## config.mk

```make
export PLATFORM = sky130hd
export DESIGN_NAME = cim_row_bank_flat
export DESIGN_NICKNAME = d
export VERILOG_FILES = /design/src/rtl/cim_pkg.sv /design/src/rtl/cim_row_bank_if.sv /design/src/rtl/cim_bit_seq.sv /design/src/rtl/cim_row_bank.sv /design/src/flat_wrapper.sv
export SDC_FILE = /design/constraint.sdc
export NUM_CORES = 1
export LEC_CHECK = 0
export BUFFER_PORTS_ARGS = -buffer_cell sky130_fd_sc_hd__buf_2
export CORE_ASPECT_RATIO = 0.75
export CORE_MARGIN = 5
export CORE_UTILIZATION = 50
export DETAILED_ROUTE_END_ITERATION = 7
export HOLD_SLACK_MARGIN = 0.05
export PLACE_DENSITY = 0.68
export SETUP_SLACK_MARGIN = 0.2
export SLEW_MARGIN = 20
export SYNTH_ARGS = -nofsm -noshare
export SYNTH_HDL_FRONTEND = slang
export SYNTH_HIERARCHICAL = 1
export SYNTH_SLANG_ARGS = --single-unit
```

## constraint.sdc

```tcl
create_clock -name clk -period 4.3 [get_ports clk]
set_input_delay 1.075 -clock clk [delete_from_list [all_inputs] [get_ports clk]]
set_output_delay 1.075 -clock clk [all_outputs]
set_load 0.05 [all_outputs]
```

## src/rtl/cim_pkg.sv

```systemverilog
// Shared types and defaults for the compute-in-memory row bank.
// Optional feature macro: CIM_ROW_BANK_DUAL_OPERAND_EN (second serial source operand).
package cim_pkg;

  localparam int unsigned DEF_WIDTH = 8;
  localparam int unsigned DEF_ROWS  = 8;

  typedef enum logic [1:0] {
    ST_IDLE  = 2'd0,
    ST_SHIFT = 2'd1,
    ST_DONE  = 2'd2
  } seq_state_e;

  // Row address width, never narrower than one bit.
  function automatic int unsigned addr_w(input int unsigned rows);
    return (rows > 1) ? $clog2(rows) : 1;
  endfunction

endpackage

```

## src/rtl/cim_row_bank_if.sv

```systemverilog
// Parallel and bit-serial port bundle of cim_row_bank.
// CIM_ROW_BANK_DUAL_OPERAND_EN adds ser_src_b / to_adder_b.
interface cim_row_bank_if #(
  parameter int unsigned WIDTH = cim_pkg::DEF_WIDTH,
  parameter int unsigned ROWS  = cim_pkg::DEF_ROWS
);
  localparam int unsigned AW = cim_pkg::addr_w(ROWS);

  logic             clr;
  logic             wr_en;
  logic [AW-1:0]    wr_row;
  logic [WIDTH-1:0] wr_data;
  logic             rd_en;
  logic [AW-1:0]    rd_row;
  logic [WIDTH-1:0] rd_data;
  logic             rd_valid;
  logic             ser_start;
  logic [AW-1:0]    ser_src;
  logic [AW-1:0]    ser_dst;
  logic             ser_busy;
  logic             ser_done;
  logic             to_adder;
  logic             to_adder_valid;
  logic             from_adder;
`ifdef CIM_ROW_BANK_DUAL_OPERAND_EN
  logic [AW-1:0]    ser_src_b;
  logic             to_adder_b;
`endif

  modport slave (
`ifdef CIM_ROW_BANK_DUAL_OPERAND_EN
    input  ser_src_b,
    output to_adder_b,
`endif
    input  clr, wr_en, wr_row, wr_data, rd_en, rd_row,
    input  ser_start, ser_src, ser_dst, from_adder,
    output rd_data, rd_valid, ser_busy, ser_done, to_adder, to_adder_valid
  );

  modport master (
`ifdef CIM_ROW_BANK_DUAL_OPERAND_EN
    output ser_src_b,
    input  to_adder_b,
`endif
    output clr, wr_en, wr_row, wr_data, rd_en, rd_row,
    output ser_start, ser_src, ser_dst, from_adder,
    input  rd_data, rd_valid, ser_busy, ser_done, to_adder, to_adder_valid
  );

endinterface

```

## src/rtl/cim_bit_seq.sv

```systemverilog
// Bit-serial pass sequencer: FSM, bit counter, operand/destination latches.
// CIM_ROW_BANK_DUAL_OPERAND_EN adds the second source latch.
module cim_bit_seq
  import cim_pkg::*;
#(
  parameter  int unsigned WIDTH = DEF_WIDTH,
  parameter  int unsigned AW    = 3,
  localparam int unsigned KW    = $clog2(WIDTH)
) (
  input  logic          clk,
  input  logic          rst,
  input  logic          clr,
  input  logic          start_i,
  input  logic [AW-1:0] src_i,
  input  logic [AW-1:0] dst_i,
`ifdef CIM_ROW_BANK_DUAL_OPERAND_EN
  input  logic [AW-1:0] src_b_i,
  output logic [AW-1:0] fetch_row_b_c,
`endif
  output logic          busy_o,
  output logic          done_o,
  output logic          shift_o,
  output logic [KW-1:0] k_o,
  output logic [AW-1:0] dst_o,
  output logic          fetch_en_c,
  output logic [AW-1:0] fetch_row_c,
  output logic [KW-1:0] fetch_bit_c
);

  seq_state_e    state_q;
  logic [KW-1:0] k_q;
  logic [AW-1:0] src_q;
  logic [AW-1:0] dst_q;
  logic          busy_q;
  logic          done_q;
  logic          shift_q;
`ifdef CIM_ROW_BANK_DUAL_OPERAND_EN
  logic [AW-1:0] src_b_q;
`endif
  logic          last_bit;

  assign last_bit = (k_q == KW'(WIDTH - 1));

  // Source bit to present in the next cycle, prefetched so to_adder is a flop.
  always_comb begin
    fetch_en_c  = 1'b0;
    fetch_row_c = src_q;
    fetch_bit_c = KW'(k_q + KW'(1));
`ifdef CIM_ROW_BANK_DUAL_OPERAND_EN
    fetch_row_b_c = src_b_q;
`endif
    if (state_q == ST_IDLE) begin
      fetch_en_c  = start_i;
      fetch_row_c = src_i;
      fetch_bit_c = '0;
`ifdef CIM_ROW_BANK_DUAL_OPERAND_EN
      fetch_row_b_c = src_b_i;
`endif
    end else if (state_q == ST_SHIFT) begin
      fetch_en_c = !last_bit;
    end
  end

  always_ff @(posedge clk) begin
    if (rst) begin
      state_q <= ST_IDLE;
      k_q     <= '0;
      src_q   <= '0;
      dst_q   <= '0;
      busy_q  <= 1'b0;
      done_q  <= 1'b0;
      shift_q <= 1'b0;
`ifdef CIM_ROW_BANK_DUAL_OPERAND_EN
      src_b_q <= '0;
`endif
    end else if (clr) begin
      state_q <= ST_IDLE;
      k_q     <= '0;
      busy_q  <= 1'b0;
      done_q  <= 1'b0;
      shift_q <= 1'b0;
    end else begin
      case (state_q)
        ST_IDLE: begin
          if (start_i) begin
            state_q <= ST_SHIFT;
            src_q   <= src_i;
            dst_q   <= dst_i;
            k_q     <= '0;
            busy_q  <= 1'b1;
            shift_q <= 1'b1;
`ifdef CIM_ROW_BANK_DUAL_OPERAND_EN
            src_b_q <= src_b_i;
`endif
          end
        end
        ST_SHIFT: begin
          if (last_bit) begin
            state_q <= ST_DONE;
            k_q     <= '0;
            shift_q <= 1'b0;
            done_q  <= 1'b1;
          end else begin
            k_q <= KW'(k_q + KW'(1));
          end
        end
        ST_DONE: begin
          state_q <= ST_IDLE;
          busy_q  <= 1'b0;
          done_q  <= 1'b0;
        end
        default: begin
          state_q <= ST_IDLE;
          k_q     <= '0;
          busy_q  <= 1'b0;
          done_q  <= 1'b0;
          shift_q <= 1'b0;
        end
      endcase
    end
  end

  assign busy_o  = busy_q;
  assign done_o  = done_q;
  assign shift_o = shift_q;
  assign k_o     = k_q;
  assign dst_o   = dst_q;

endmodule

```

## src/rtl/cim_row_bank.sv

```systemverilog
// Row storage with parallel read/write and a bit-serial pass through an external adder.
// CIM_ROW_BANK_DUAL_OPERAND_EN streams a second source row on to_adder_b.
module cim_row_bank
  import cim_pkg::*;
#(
  parameter int unsigned WIDTH = DEF_WIDTH,
  parameter int unsigned ROWS  = DEF_ROWS
) (
  input logic           clk,
  input logic           rst,
  cim_row_bank_if.slave bus
);

  localparam int unsigned AW = addr_w(ROWS);
  localparam int unsigned KW = $clog2(WIDTH);

  logic [WIDTH-1:0] mem_q [ROWS];
  logic [WIDTH-1:0] rd_data_q;
  logic             rd_valid_q;
  logic             to_adder_q;

  logic             start_ok;
  logic             busy;
  logic             done;
  logic             shift;
  logic [KW-1:0]    k;
  logic [AW-1:0]    dst;
  logic             fetch_en;
  logic [AW-1:0]    fetch_row;
  logic [KW-1:0]    fetch_bit;
`ifdef CIM_ROW_BANK_DUAL_OPERAND_EN
  logic [AW-1:0]    fetch_row_b;
  logic             to_adder_b_q;
`endif

  function automatic logic in_range(input logic [AW-1:0] row);
    return 32'(row) < ROWS;
  endfunction

  // A pass only starts when every addressed row exists.
  always_comb begin
    start_ok = bus.ser_start && in_range(bus.ser_src) && in_range(bus.ser_dst);
`ifdef CIM_ROW_BANK_DUAL_OPERAND_EN
    start_ok = start_ok && in_range(bus.ser_src_b);
`endif
  end

  cim_bit_seq #(
    .WIDTH (WIDTH),
    .AW    (AW)
  ) u_seq (
    .clk           (clk),
    .rst           (rst),
    .clr           (bus.clr),
    .start_i       (start_ok),
    .src_i         (bus.ser_src),
    .dst_i         (bus.ser_dst),
`ifdef CIM_ROW_BANK_DUAL_OPERAND_EN
    .src_b_i       (bus.ser_src_b),
    .fetch_row_b_c (fetch_row_b),
`endif
    .busy_o        (busy),
    .done_o        (done),
    .shift_o       (shift),
    .k_o           (k),
    .dst_o         (dst),
    .fetch_en_c    (fetch_en),
    .fetch_row_c   (fetch_row),
    .fetch_bit_c   (fetch_bit)
  );

  // Storage: serial write-back owns the array for the whole pass.
  always_ff @(posedge clk) begin
    if (rst || bus.clr) begin
      for (int i = 0; i < int'(ROWS); i++) mem_q[i] <= '0;
    end else if (shift) begin
      mem_q[dst][k] <= bus.from_adder;
    end else if (bus.wr_en && !busy && in_range(bus.wr_row)) begin
      mem_q[bus.wr_row] <= bus.wr_data;
    end
  end

  // Parallel read port, serviced even during a pass; clr leaves rd_data alone.
  always_ff @(posedge clk) begin
    if (rst) begin
      rd_data_q  <= '0;
      rd_valid_q <= 1'b0;
    end else if (bus.clr) begin
      rd_valid_q <= 1'b0;
    end else begin
      rd_valid_q <= bus.rd_en;
      if (bus.rd_en) begin
        rd_data_q <= in_range(bus.rd_row) ? mem_q[bus.rd_row] : '0;
      end
    end
  end

  // Source bit(s) registered one cycle ahead from pre-edge contents.
  always_ff @(posedge clk) begin
    if (rst || bus.clr) begin
      to_adder_q <= 1'b0;
`ifdef CIM_ROW_BANK_DUAL_OPERAND_EN
      to_adder_b_q <= 1'b0;
`endif
    end else begin
      to_adder_q <= fetch_en ? mem_q[fetch_row][fetch_bit] : 1'b0;
`ifdef CIM_ROW_BANK_DUAL_OPERAND_EN
      to_adder_b_q <= fetch_en ? mem_q[fetch_row_b][fetch_bit] : 1'b0;
`endif
    end
  end

  assign bus.rd_data        = rd_data_q;
  assign bus.rd_valid       = rd_valid_q;
  assign bus.ser_busy       = busy;
  assign bus.ser_done       = done;
  assign bus.to_adder       = to_adder_q;
  assign bus.to_adder_valid = shift;
`ifdef CIM_ROW_BANK_DUAL_OPERAND_EN
  assign bus.to_adder_b     = to_adder_b_q;
`endif

endmodule

```

## src/flat_wrapper.sv

```systemverilog
// flat-port wrapper written by rule: the top's interface ports become plain ports
module cim_row_bank_flat import cim_pkg::*;
#(
  parameter int unsigned WIDTH = DEF_WIDTH,
  parameter int unsigned ROWS  = DEF_ROWS
)
  (clk, rst, bus_clr, bus_wr_en, bus_wr_row, bus_wr_data, bus_rd_en, bus_rd_row, bus_ser_start, bus_ser_src, bus_ser_dst, bus_from_adder, bus_rd_data, bus_rd_valid, bus_ser_busy, bus_ser_done, bus_to_adder, bus_to_adder_valid);
  cim_row_bank_if #(.WIDTH(WIDTH), .ROWS(ROWS)) bus_i ();
  input logic clk;
  input logic rst;
  input wire logic [$bits(bus_i.clr)-1:0] bus_clr;
  input wire logic [$bits(bus_i.wr_en)-1:0] bus_wr_en;
  input wire logic [$bits(bus_i.wr_row)-1:0] bus_wr_row;
  input wire logic [$bits(bus_i.wr_data)-1:0] bus_wr_data;
  input wire logic [$bits(bus_i.rd_en)-1:0] bus_rd_en;
  input wire logic [$bits(bus_i.rd_row)-1:0] bus_rd_row;
  input wire logic [$bits(bus_i.ser_start)-1:0] bus_ser_start;
  input wire logic [$bits(bus_i.ser_src)-1:0] bus_ser_src;
  input wire logic [$bits(bus_i.ser_dst)-1:0] bus_ser_dst;
  input wire logic [$bits(bus_i.from_adder)-1:0] bus_from_adder;
  output wire logic [$bits(bus_i.rd_data)-1:0] bus_rd_data;
  output wire logic [$bits(bus_i.rd_valid)-1:0] bus_rd_valid;
  output wire logic [$bits(bus_i.ser_busy)-1:0] bus_ser_busy;
  output wire logic [$bits(bus_i.ser_done)-1:0] bus_ser_done;
  output wire logic [$bits(bus_i.to_adder)-1:0] bus_to_adder;
  output wire logic [$bits(bus_i.to_adder_valid)-1:0] bus_to_adder_valid;
  assign bus_i.clr = bus_clr;
  assign bus_i.wr_en = bus_wr_en;
  assign bus_i.wr_row = bus_wr_row;
  assign bus_i.wr_data = bus_wr_data;
  assign bus_i.rd_en = bus_rd_en;
  assign bus_i.rd_row = bus_rd_row;
  assign bus_i.ser_start = bus_ser_start;
  assign bus_i.ser_src = bus_ser_src;
  assign bus_i.ser_dst = bus_ser_dst;
  assign bus_i.from_adder = bus_from_adder;
  assign bus_rd_data = bus_i.rd_data;
  assign bus_rd_valid = bus_i.rd_valid;
  assign bus_ser_busy = bus_i.ser_busy;
  assign bus_ser_done = bus_i.ser_done;
  assign bus_to_adder = bus_i.to_adder;
  assign bus_to_adder_valid = bus_i.to_adder_valid;
  cim_row_bank #(.WIDTH(WIDTH), .ROWS(ROWS)) u_core (.clk(clk), .rst(rst), .bus(bus_i));
endmodule
```

==> run metrics, run 1 <==
routed len/inst=20.6 µm; Clock power frac=38.0%; number of buffers created by CTS=9; CP startpoint kind=input pin; main combinational cell family by area after synthesis=multiplexers; power share of the sequential group=48.9%; H-tree depth=3; Post-Synth XOR/XNOR Area=0%; Worst Setup Path Type=in2reg; P_int=1490 µW; Setup crit end kind=register; Post-DP Area=5070 µm²; f_max=0.303 GHz; leak pwr=0.00187 µW; Max Cap Viol=0; Tcrit/Tclk final=76.7%; violation count after the first detailed-route iteration=374; largest net degree at the start of global routing=71; Root Buffer=clkbuf_16; post-route antenna net violation count=0; TritonRoute pass-1 iters=5; initial antenna violation count=0; Comb power frac=13.1%; Die X=125 µm; post-synthesis mux area share=20.1%; share of layout cells above drive strength 1=22.0%; Max-slew headroom=44.0%; Design Power=1990 µW; Final Hold Viols=0; clock tree buffer depth=2; DR vias/cell=6.12; Die Y=96.0 µm; Worst-path clk slew=60 ps; TNS Setup=0 ps; run status=complete, no violations; total number of vias=3,570; hold_buf cts=0; Cell Area, Synth=4930 µm²; P&R area growth vs syn=8.58%; vias in the first global route=3,467; leading area contributor after synthesis=edfxtp_1; nets=475; Yosys warning count=6; Resized Gates After CTS=0; minimum clock period=3300 ps; fin worst setup slack=1000 ps; Worst EP arrival=3320 ps; Synth Flop Type=edfxtp_1; Worst Max-Slew Pin Slew=830 ps; crit path max fanout=21; Final GP Congestion=0.844; CORE AREA=9660 µm²; register area share after synthesis=48.7%; Post-Synth Simple-Gate Area=13.4%; Synthesized Nets=466; number of synthesized flops with an enable pin=64; CTS tree=yes; Synth top area share=39.0%; Req. time, crit path=4320 ps; Die Area=12,000 µm²; Post-CTS Setup Repair Bufs=0; Post-Route WL=12.0 mm; VDD IR max=0.290 mV; pre-CTS setup slack=719 ps; Sw Ratio=25.1%; clock sink count=88; power per cell area=371 nW/µm²; Avg Inst Size Synth=11.3 µm²; PortBufs=39; drt drc=0; class of the worst hold path=reg2reg; starting density of the core=51.1%; most frequent cells after synthesis=90 x nor2_1, 64 x edfxtp_1, 58 x o21ai_0; Detail Placement HPWL=8.06 mm; max-slew violation count=0; Synth area leaders=edfxtp_1 39%, mux4_2 14%, dfxtp_1 9.7%; Sw Pwr=498 µW; Core Rows=31; Seq cells post-synth=88; Gate Count Post-Synth=437; number of antenna diodes=0; final setup violation count=0; first-pass GRT wire length=18.9 mm; IO Pins=40; RSZ-0062 raised after global routing=no; clock skew=9.96 ps; total gr overflow=0; Design Area, Final=5350 µm²; post-synthesis compound-gate area fraction=12.3%; top-count cell post-synth=nor2_1; Yosys cell types=50; Synth async-reset ratio=0%; Tot GR Track Use=21.0%; clock latency at the later pin of the worst-skew pair=340 ps; adder-cell share of the synthesized area=0.507%
==> sequential cells by signal, indices dropped and copies added, names as in the netlist <==
| signal | cells |
|---|---|
| u_core/bus.rd_valid | 1 |
| u_core/u_seq/busy_o | 1 |
| u_core/mem_q | 64 |
| u_core/u_seq/dst_o | 3 |
| u_core/bus.rd_data | 8 |
| u_core/u_seq/k_o | 3 |
| u_core/bus.to_adder | 1 |
| u_core/u_seq/src_q | 3 |
| u_core/u_seq/done_o | 1 |
| u_core/u_seq/state_q | 2 |
| u_core/u_seq/shift_o | 1 |
==> area by class of cell <==
cell class	count	area (µm²)
Timing Repair Buffer	40	203
Multi-Input combinational cell	304	2280
Clock inverter	2	12.5
Clock buffer	14	275
Tap cell	132	165
Inverter	3	11.3
Sequential cell	88	2400
Fill cell	822	4300
==> critical path, cell delays in order <==
cell and delay, ps:
buf_2 230, nor2_4 130, and3_4 380, mux2i_1 490
nand3b_1 600, o21ai_0 400
==> worst paths after layout <==
check | startpoint | end | slack, ps | cells past startpoint
setup / recovery | rst | u_core/mem_q[1][7]$_SDFFCE_PN0P_ | 1000 | 6
hold / removal | u_core/bus.rd_data[3]$_SDFFE_PP0P_ | u_core/bus.rd_data[3]$_SDFFE_PP0P_ | 500 | 2
hold reg to reg | u_core/bus.rd_data[3]$_SDFFE_PP0P_ | u_core/bus.rd_data[3]$_SDFFE_PP0P_ | 500 | 2
setup reg to reg | u_core/u_seq/state_q[1]$_SDFFE_PP0P_ | u_core/bus.to_adder$_SDFF_PP0_ | 1390 | 7
==> power by group through the flow <==
stage	Combinational (µW)	Sequential [µW]	Clock, µW
finish	260	971	755
global route	280	975	814
CTS	259	970	770
detailed placement	258	989	0
global placement	254	986	0
floorplan	177	1000	0
==> cells by family after synthesis <==
family,Yosys count
buffers and inverters,45
adder cells (fa/ha/maj),2
AO/OA/AOI/OAI,104
flip-flops,88
AND/OR/NAND/NOR,140
multiplexers,58
==> per-layer routing <==
layer	vias up	track usage, %	part of all wire (%)
li1	1646	-	-
met1	1755	28.5	45
met3	15	5.05	7.9
met4	0	6.75	1.4
met2	154	33.7	46
met5	-	0	0
==> placed cells by master, fill, tap and decap left out, types with 8 or more instances in the layout <==
| cell | synthesis | layout |
|---|---|---|
| a21o_1 | 8 | 8 |
| edfxtp_1 | 64 | 64 |
| mux2i_1 | 21 | 21 |
| clkbuf_16 | 0 | 10 |
| nand2_1 | 12 | 12 |
| mux4_2 | 31 | 31 |
| dfxtp_1 | 24 | 24 |
| nor2_1 | 90 | 90 |
| a211oi_1 | 8 | 8 |
| o21ai_0 | 58 | 58 |
| buf_2 | 11 | 39 |
| a21oi_1 | 9 | 9 |
==> per-stage QoR <==
stage | hold slack [ps] | utilization [%] | instances
global route | 531 | 55.4 | 583
CTS | 500 | 55.4 | 583
finish | 496 | 55.4 | 583
floorplan | 456 | - | 437
global placement | 471 | 52.5 | 567
detailed placement | 488 | 52.5 | 567
Power figures use the tool's default switching activity.
==> run 2, diff against run 1 <==
--- a/config.mk
+++ b/config.mk
@@ -5,13 +5,14 @@
 export SDC_FILE = /design/constraint.sdc
 export NUM_CORES = 1
 export LEC_CHECK = 0
+export ABC_AREA = 1
 export BUFFER_PORTS_ARGS = -buffer_cell sky130_fd_sc_hd__buf_2
 export CORE_ASPECT_RATIO = 0.75
 export CORE_MARGIN = 5
 export CORE_UTILIZATION = 50
 export DETAILED_ROUTE_END_ITERATION = 7
 export HOLD_SLACK_MARGIN = 0.05
-export PLACE_DENSITY = 0.68
+export PLACE_DENSITY = 0.71
 export SETUP_SLACK_MARGIN = 0.2
 export SLEW_MARGIN = 20
 export SYNTH_ARGS = -nofsm -noshare
==> constraint.sdc (replaced) <==
create_clock -name clk -period 2.87 [get_ports clk]
set_input_delay 0.7175 -clock clk [delete_from_list [all_inputs] [get_ports clk]]
set_output_delay 0.7175 -clock clk [all_outputs]
set_load 0.05 [all_outputs]
==> run 2 against run 1 <==
Synthesized cell count increased by 60%. First-iteration DRC count increased by 87%. Worst hold slack lost 14 ps. Via count increased by 44%. Sequential cell count unchanged. Non-clock buffer count increased by 29. Sequential power rose by 50%. Design area is 15% higher. Largest cell class is now multi-input gates. Largest power group unchanged. Die area increased by 8.7%. Critical path depth increased by 3.
==> run metrics, run 2 <==
Fin Hold WS=483 ps (-13.9 ps); total gr overflow=0 (unchanged); Die X=130 µm (+4.3%); Synth area leaders=edfxtp_1 36%, nand2_1 17%, dfxtp_1 8.9%; Synth Flop Type=edfxtp_1; Final GP Congestion=0.907 (+7.4%); largest net degree at the start of global routing=44 (-38%); DR vias/cell=5.78 (-5.6%); Resized Gates After CTS=0 (unchanged); Tot GR Track Use=24.3% (+3.4 points); clock tree buffer depth=2 (unchanged); Worst EP arrival=2450 ps (-870 ps); most frequent cells after synthesis=238 x nand2_1, 77 x nor2_1, 72 x nand3_1; clock sink count=88 (unchanged); Setup crit end kind=register; post-route antenna net violation count=0 (unchanged); Tcrit/Tclk final=83.0%; PortBufs=39 (unchanged); Worst Max-Slew Pin Slew=724 ps (-106 ps); P&R area growth vs syn=14.0%; most frequent cells in the layout=238 x nand2_1, 76 x nor2_1, 72 x nand3_1; Post-CTS Setup Repair Bufs=0 (unchanged); leading area contributor after synthesis=edfxtp_1; RSZ-0062 raised after global routing=no; Design Area, Final=6160 µm² (+15%); H-tree depth=3 (unchanged); f_max=0.420 GHz; Root Buffer=clkbuf_16; first-pass GRT wire length=24.2 mm (+28%); Die Y=100 µm (+4.2%); hold_buf cts=0 (unchanged); Worst-path clk slew=70 ps (about the same); register with the most flip-flops=u_core/mem_q; drt drc=0 (unchanged); number of antenna diodes=0 (unchanged); final setup violation count=0 (unchanged); nets=777 (+64%); run status=complete, no violations; Synthesized Nets=729 (+56%); Largest register FFs=64 (unchanged); leak pwr=0.00259 µW (+39%); Synth top area share=35.6% (-3.4 points); routed len/inst=17.5 µm (-15%); Synth async-reset ratio=0% (unchanged); Core Rows=32 (+3.2%); top-count cell post-synth=nand2_1; TNS Setup=0 ps (unchanged); number of synthesized flops with an enable pin=64 (unchanged); clock skew=6.33 ps (-3.62 ps); initial antenna violation count=0 (unchanged); Worst Setup Path Type=in2reg; commonest non-fill, non-tap cell in the layout=nand2_1; Avg Inst Size Synth=7.72 µm² (-32%); CP startpoint kind=input pin; power per cell area=528 nW/µm² (+42%); number of buffers created by CTS=9 (unchanged); register area share after synthesis=44.4% (-4.3 points); IO Pins=40 (unchanged); Final Hold Viols=0 (unchanged); clock latency at the later pin of the worst-skew pair=350 ps (about the same); Yosys warning count=6 (unchanged); TritonRoute pass-1 iters=6 (+1); CTS tree=yes; Gate Count Post-Synth=700 (+60%); Die Area=13,000 µm² (+8.7%); share of layout cells above drive strength 1=16.7% (-5.2 points); total number of vias=5,139 (+44%); violation count after the first detailed-route iteration=701 (+87%); Max Cap Viol=0 (unchanged); Post-Route WL=15.5 mm (+29%); max-slew violation count=0 (unchanged); minimum clock period=2380 ps; Detail Placement HPWL=10.9 mm (+36%); crit path max fanout=15 (-29%); Cell Area, Synth=5410 µm² (+9.6%); VDD IR max=0.364 mV (+25%); vias in the first global route=4,791 (+38%); Req. time, crit path=2930 ps (-1390 ps); Post-DP Area=5850 µm² (+16%); class of the worst hold path=reg2reg; Yosys cell types=33 (-34%); Seq cells post-synth=88 (unchanged); CORE AREA=10,400 µm² (+7.8%); starting density of the core=51.9% (+0.87 points); Max-slew headroom=51.7% (+7.8 points)
run 2: cell type report:
| cell class | instances | area [µm²] |
|---|---|---|
| tap | 136 | 170 |
| fill | 947 | 4250 |
| timing repair buffer | 69 | 420 |
| clock inverter | 6 | 66.3 |
| inverter | 55 | 211 |
| clock buffer | 10 | 239 |
| sequential | 88 | 2400 |
| multi-input combinational | 525 | 2650 |
run 2: metal layers:
metal	global-route usage [%]	wire length (µm)
met5	0	0
met4	7.51	291
met3	6.44	1830
met2	36.2	6800
met1	34.7	6610
run 2: worst max-delay path, cell delays in order:
cell and delay (ps):
buf_2 150, nor2_4 200, nand2_4 190, nand2_1 170
o21ai_4 80, buf_4 170, nor3_4 500, nand2_1 140
nand2_1 110
run 2: logic make-up after synthesis:
group	Yosys count	share of synthesized area, %
adders and majority gates	2	0.463
muxes	16	2.96
AOI/OAI and AO/OA	99	12.3
DFF	88	44.4
and+or+nand+nor	408	33.1
buffers and inverters	87	6.74
run 2: path summary, 6_finish.rpt:
check	from	endpoint	slack (ps)	cells after the start
max	bus_clr	u_core/mem_q[6][3]$_SDFFCE_PN0P_	490	9
min	u_core/u_seq/done_o$_SDFFE_PP0P_	u_core/u_seq/done_o$_SDFFE_PP0P_	480	2
max reg2reg	u_core/u_seq/busy_o$_SDFFE_PP0P_	u_core/mem_q[6][3]$_SDFFCE_PN0P_	610	8
min reg2reg	u_core/u_seq/done_o$_SDFFE_PP0P_	u_core/u_seq/done_o$_SDFFE_PP0P_	480	2
run 2: metrics by stage:
stage / std cells / power (µW) / utilization [%] / worst slack (ps)
after global routing: 889 / 3380 / 59.2 / 430
after CTS: 889 / 3250 / 59.2 / 555
after global placement: 873 / 2020 / 56.2 / 249
after floorplan: 700 / 1850 / - / 506
after detailed placement: 873 / 2040 / 56.2 / 187
final: 889 / 3250 / 59.2 / 488
run 2: where the power goes:
part | internal, µW | total, µW | leakage [µW] | switching, µW
clock network | 703 | 1220 | 0.000151 | 519
registers | 1420 | 1460 | 0.000910 | 41.7
logic | 172 | 568 | 0.00153 | 396
total | 2300 | 3250 | 0.00259 | 957
